### src/rtl/mem_copy_engine.sv
// Byte copy engine that drives the data RAM port: read at src, write at dst, two cycles per byte.
// Define MEMCOPY_FILL_EN to add Fill/FillValue for a one-cycle-per-byte memory fill mode.
module mem_copy_engine #(
  parameter int ADDR_W = 8,
  parameter int DATA_W = 8
) (
  input  logic              Clock,
  input  logic              Reset,
  input  logic              Start,
  input  logic              Abort,
  input  logic [ADDR_W-1:0] SrcAddr,
  input  logic [ADDR_W-1:0] DstAddr,
  input  logic [ADDR_W-1:0] Length,
`ifdef MEMCOPY_FILL_EN
  input  logic              Fill,
  input  logic [DATA_W-1:0] FillValue,
`endif
  output logic              Busy,
  output logic              Done,
  output logic [ADDR_W-1:0] BytesLeft,
  output logic [ADDR_W-1:0] Address,
  output logic [DATA_W-1:0] MemWriteData,
  output logic              MemWrite,
  output logic              MemRead,
  input  logic [DATA_W-1:0] MemReadData
);

  typedef enum logic [1:0] {S_IDLE, S_READ, S_WRITE, S_DONE} state_t;

  state_t            state_q, state_d;
  logic [ADDR_W-1:0] src_q, src_d;
  logic [ADDR_W-1:0] dst_q, dst_d;
  logic [ADDR_W-1:0] addr_q, addr_d;
  logic [ADDR_W-1:0] left_q, left_d;
  logic              rd_q, rd_d;
  logic              wr_q, wr_d;
  logic              busy_q, busy_d;
  logic              done_q, done_d;
  logic              fill_mode;
  logic              fill_start;

`ifdef MEMCOPY_FILL_EN
  logic              fill_q, fill_d;
  logic [DATA_W-1:0] fill_val_q, fill_val_d;

  assign fill_mode    = fill_q;
  assign fill_start   = Fill;
  assign MemWriteData = fill_q ? fill_val_q : MemReadData;
`else
  assign fill_mode    = 1'b0;
  assign fill_start   = 1'b0;
  assign MemWriteData = MemReadData;
`endif

  always_comb begin
    state_d = state_q;
    src_d   = src_q;
    dst_d   = dst_q;
    addr_d  = addr_q;
    left_d  = left_q;
    rd_d    = 1'b0;
    wr_d    = 1'b0;
    busy_d  = 1'b0;
    done_d  = 1'b0;
`ifdef MEMCOPY_FILL_EN
    fill_d     = fill_q;
    fill_val_d = fill_val_q;
`endif
    case (state_q)
      S_IDLE: begin
        if (Start) begin
          left_d = Length;
          if (Length == '0) begin
            state_d = S_DONE;
            done_d  = 1'b1;
          end else begin
            src_d  = SrcAddr;
            dst_d  = DstAddr;
            busy_d = 1'b1;
`ifdef MEMCOPY_FILL_EN
            fill_d     = Fill;
            fill_val_d = FillValue;
`endif
            // Fill mode has nothing to read, so it starts straight at the destination.
            if (fill_start) begin
              state_d = S_WRITE;
              addr_d  = DstAddr;
              wr_d    = 1'b1;
            end else begin
              state_d = S_READ;
              addr_d  = SrcAddr;
              rd_d    = 1'b1;
            end
          end
        end
      end
      S_READ: begin
        src_d = src_q + 1'b1;
        if (Abort) begin
          state_d = S_DONE;
          done_d  = 1'b1;
        end else begin
          state_d = S_WRITE;
          addr_d  = dst_q;
          wr_d    = 1'b1;
          busy_d  = 1'b1;
        end
      end
      S_WRITE: begin
        dst_d  = dst_q + 1'b1;
        left_d = left_q - 1'b1;
        if (left_q == 1 || Abort) begin
          state_d = S_DONE;
          done_d  = 1'b1;
        end else if (fill_mode) begin
          addr_d = dst_q + 1'b1;
          wr_d   = 1'b1;
          busy_d = 1'b1;
        end else begin
          // src_q already advanced during the preceding READ.
          state_d = S_READ;
          addr_d  = src_q;
          rd_d    = 1'b1;
          busy_d  = 1'b1;
        end
      end
      S_DONE: state_d = S_IDLE;
      default: state_d = S_IDLE;
    endcase
  end

  always_ff @(posedge Clock or negedge Reset) begin
    if (!Reset) begin
      state_q <= S_IDLE;
      src_q   <= '0;
      dst_q   <= '0;
      addr_q  <= '0;
      left_q  <= '0;
      rd_q    <= 1'b0;
      wr_q    <= 1'b0;
      busy_q  <= 1'b0;
      done_q  <= 1'b0;
`ifdef MEMCOPY_FILL_EN
      fill_q     <= 1'b0;
      fill_val_q <= '0;
`endif
    end else begin
      state_q <= state_d;
      src_q   <= src_d;
      dst_q   <= dst_d;
      addr_q  <= addr_d;
      left_q  <= left_d;
      rd_q    <= rd_d;
      wr_q    <= wr_d;
      busy_q  <= busy_d;
      done_q  <= done_d;
`ifdef MEMCOPY_FILL_EN
      fill_q     <= fill_d;
      fill_val_q <= fill_val_d;
`endif
    end
  end

  assign Busy      = busy_q;
  assign Done      = done_q;
  assign BytesLeft = left_q;
  assign Address   = addr_q;
  assign MemWrite  = wr_q;
  assign MemRead   = rd_q;

endmodule
### config.mk
export PLATFORM = sky130hd
export DESIGN_NAME = mem_copy_engine
export DESIGN_NICKNAME = d
export VERILOG_FILES = /design/src/rtl/mem_copy_engine.sv
export SDC_FILE = /design/constraint.sdc
export NUM_CORES = 1
export LEC_CHECK = 0
export BUFFER_PORTS_ARGS = -buffer_cell sky130_fd_sc_hd__buf_2
export CORE_MARGIN = 5
export CORE_UTILIZATION = 49
export DETAILED_ROUTE_END_ITERATION = 7
export HOLD_SLACK_MARGIN = 0.02
export PLACE_DENSITY_LB_ADDON = 0.1
export SLEW_MARGIN = 20
export SYNTH_ARGS = -nofsm -noshare
export SYNTH_HDL_FRONTEND = slang
export SYNTH_SLANG_ARGS = --single-unit
export TNS_END_PERCENT = 1
### constraint.sdc
create_clock -name Clock -period 2 [get_ports Clock]
set_input_delay 0.4 -clock Clock [delete_from_list [all_inputs] [get_ports Clock]]
set_output_delay 0.4 -clock Clock [all_outputs]
set_load 0.1 [all_outputs]
==> flow_summary_export.csv <==
group,metric,value,unit
status,outcome,"finished, violations left",
status,violations,"setup timing",
logic_synthesis,synth_edf_count,0,
logic_synthesis,ys_types,61,
layout,diodes,0,
setup_path,crit_start,"BytesLeft[1]",
clock_network,cts.sinks,38,
setup_path,cp_max_fo,8,
logic_synthesis,synth_warnings,0,
clock_network,cts_setup_buffers,0,
logic_synthesis,async_flop_share,100,%
clock_network,cts_tree,"yes",
layout,finalCoreUtilization,61.7,%
grt,grt_max_degree,28,
layout,drive_gt1_share,37.9,%
job,cap_viol_max_count,0,
logic_synthesis,yosysTopAreaCellShare,34.4,%
clock_network,cts_root_buffer,"clkbuf_8",
logic_synthesis,synth_most_common_cell,"dfrtp_1",
grt,gr-total-overflow,0,
sta,whs,0.0621,ns
sta,final_max_slew_viol_count,0,
sta,hold_viol,0,
logic_synthesis,seq_area_frac_synth,34.4,%
floorplan,core,5510,sq um
clock_network,numCtsBuffers,5,
logic_synthesis,yosys-top-cells-area,"dfrtp_1, mux2_4, nor2_1",
floorplan,initial_core_util,50.1,%
logic_synthesis,synth_area,2760,sq um
layout,fin_nets,402,
clock_network,clk_pin_slew,0.08,ns
sta,fin_crit_sh,102,%
clock_network,clock_latency,0.30,ns
logic_synthesis,synth_flop_cell,"dfrtp_1",
setup_path,r2r-start,"BytesLeft[1]",
logic_synthesis,synth.avg_cell_area,9.46,sq um
setup_path,critPathKind,"reg -> reg",
layout,layout-area-overhead-vs-synth,23.0,%
setup_path,crit_required,2.19,ns
logic_synthesis,yosys-top-cells-count,"dfrtp_1, nor2_1, a21oi_1",
setup_path,setup.worst_path.end_class,"register",
grt,grt_pass1_wl,12600,um
setup_path,cp_cell_sequence,"inv_4 > ha_4 > or4b_4 > o22a_1 > o211a_1 > buf_12 > mux2_4",
floorplan,fp.dieArea,7240,sq um
detailed_routing,drtPass1Iterations,4,
setup_path,cp-start-kind,"register",
sta,finClkSkew,0.00535,ns
place,gp_congestion,0.840,
logic_synthesis,yosysTopAreaCell,"dfrtp_1",
worst_hold_path,hp-class,"in -> async",
grt,antenna_found_initial,0,
grt,grt_util_all_layers,21.8,%
detailed_routing,wl,7610,um
detailed_routing,drt_iter0_drc,230,
logic_synthesis,synth.ff_latch_count,38,
place,port_buffers,47,
logic_synthesis,synthesis.nets,336,
clock_network,htree_levels,2,
sta,min_period,2.05,ns
grt,grt_pass1_vias,2395,
setup_path,max_stage_delay,0.49,ns
logic_synthesis,netlist_instances,292,
sta,worst_pin_slew,0.498,ns
setup_path,crit_slowest_cell,"dfrtp_4",
sta,fin_setup_tns,-0.309,ns
detailed_routing,drc,0,
sta,worst_slack,-0.0461,ns
floorplan,die_x,85.1,um
sta,rsz0062_at_grt,"yes",
detailed_routing,ant_nets,0,
sta,max_slew_margin,66.8,%
sta,setup_violations,8,
sta,timing.fmax,0.489,GHz
detailed_routing,vias_per_cell,5.93,
setup_path,cp.arrival,2.23,ns
detailed_routing,drt-wirelength-per-cell,17.6,um
floorplan,rows,27,
floorplan,die_height,85.1,um
detailed_routing,route.vias.total,2557,
clock_network,cts.path.max_buffers,2,
floorplan,num_io_pins,64,
place,hpwl,5800,um
[kinds of logic after synthesis]
family / Yosys count / synth area share [%]
muxes: 25 / 11.0
and+or+nand+nor: 94 / 18.3
DFF: 38 / 34.4
AOI/OAI and AO/OA: 90 / 25.4
adders and majority gates: 8 / 3.62
buffers and inverters: 37 / 7.29
[worst max-delay path, delay by kind of cell, from the launching register on]
| kind | cells | cell delay, ns |
|---|---|---|
| adders and majority gates | 1 | 0.11 |
| buffers and inverters | 2 | 0.22 |
| muxes | 1 | 0.30 |
| DFF | 1 | 0.49 |
| AOI/OAI and AO/OA | 2 | 0.35 |
| and+or+nand+nor | 1 | 0.46 |
[worst paths after layout]
kind | to | slack, ns | cells past startpoint
setup reg to reg | Address[1] | -0.05 | 7
min in group Clock | MemWrite | 0.30 | 2
max in group asynchronous | dst_q[7] | 1.46 | 2
setup / recovery | Address[1] | -0.05 | 7
hold reg to reg | Address[5] | 0.51 | 1
hold / removal | BytesLeft[4] | 0.06 | 1
[layout make-up]
cell class	instances	area [sq um]
Inverter	10	40.0
Tap cell	72	90.1
Fill cell	470	2110
Clock inverter	1	5.00
Sequential cell	38	966
Clock buffer	7	86.3
Timing Repair Buffer	86	578
Multi-Input combinational cell	217	1630
[flip-flops by register name, summed over array words and instances, names as in the netlist]
register and flops:
state_q 2, BytesLeft 8, src_q 8, dst_q 8, Done 1, MemRead 1, MemWrite 1, Busy 1
Address 8
[layer usage]
metal | global-route usage, % | share of wire, % | up-vias | wire [um]
met5 | 0 | 0 | - | 0
met4 | 4.75 | 0.66 | 0 | 50
met3 | 4.47 | 7.7 | 6 | 583
met2 | 32.6 | 46 | 86 | 3480
met1 | 32.3 | 46 | 1240 | 3500
li1 | - | - | 1225 | -
[cells in the final DEF (no fill, tap or decap), drive strengths merged, types with 4 or more instances in the layout]
| cell | instances |
|---|---|
| a21oi | 23 |
| a221oi | 4 |
| a22oi | 9 |
| a31oi | 4 |
| and3 | 8 |
| buf | 86 |
| clkbuf | 7 |
| dfrtp | 38 |
| ha | 8 |
| inv | 8 |
| mux2 | 15 |
| mux2i | 10 |
| nand2 | 12 |
| nand2b | 4 |
| nand3 | 10 |
| nor2 | 37 |
| nor3 | 7 |
| o211a | 5 |
| o21ai | 7 |
[what timing repair did]
item | in CTS | in global routing
cloned | 0 | 0
resized for setup | 0 | 11
endpoints found under the setup margin | 8 | 17
pin swaps | 0 | 1
hold buffers | 0 | 0
[stage by stage]
stage	worst slack (ns)	instances	instance area (sq um)
6_report	-0.0461	431	3400
2_1_floorplan	-0.140	292	2780
4_1_cts	-0.0421	431	3360
3_5_place_dp	-0.0322	423	3270
5_1_grt	-0.102	431	3400
3_3_place_gp	0.00955	423	3270
Power is not shown: default switching activity piles up to over one toggle a cycle in this logic, so the estimate is an artifact.
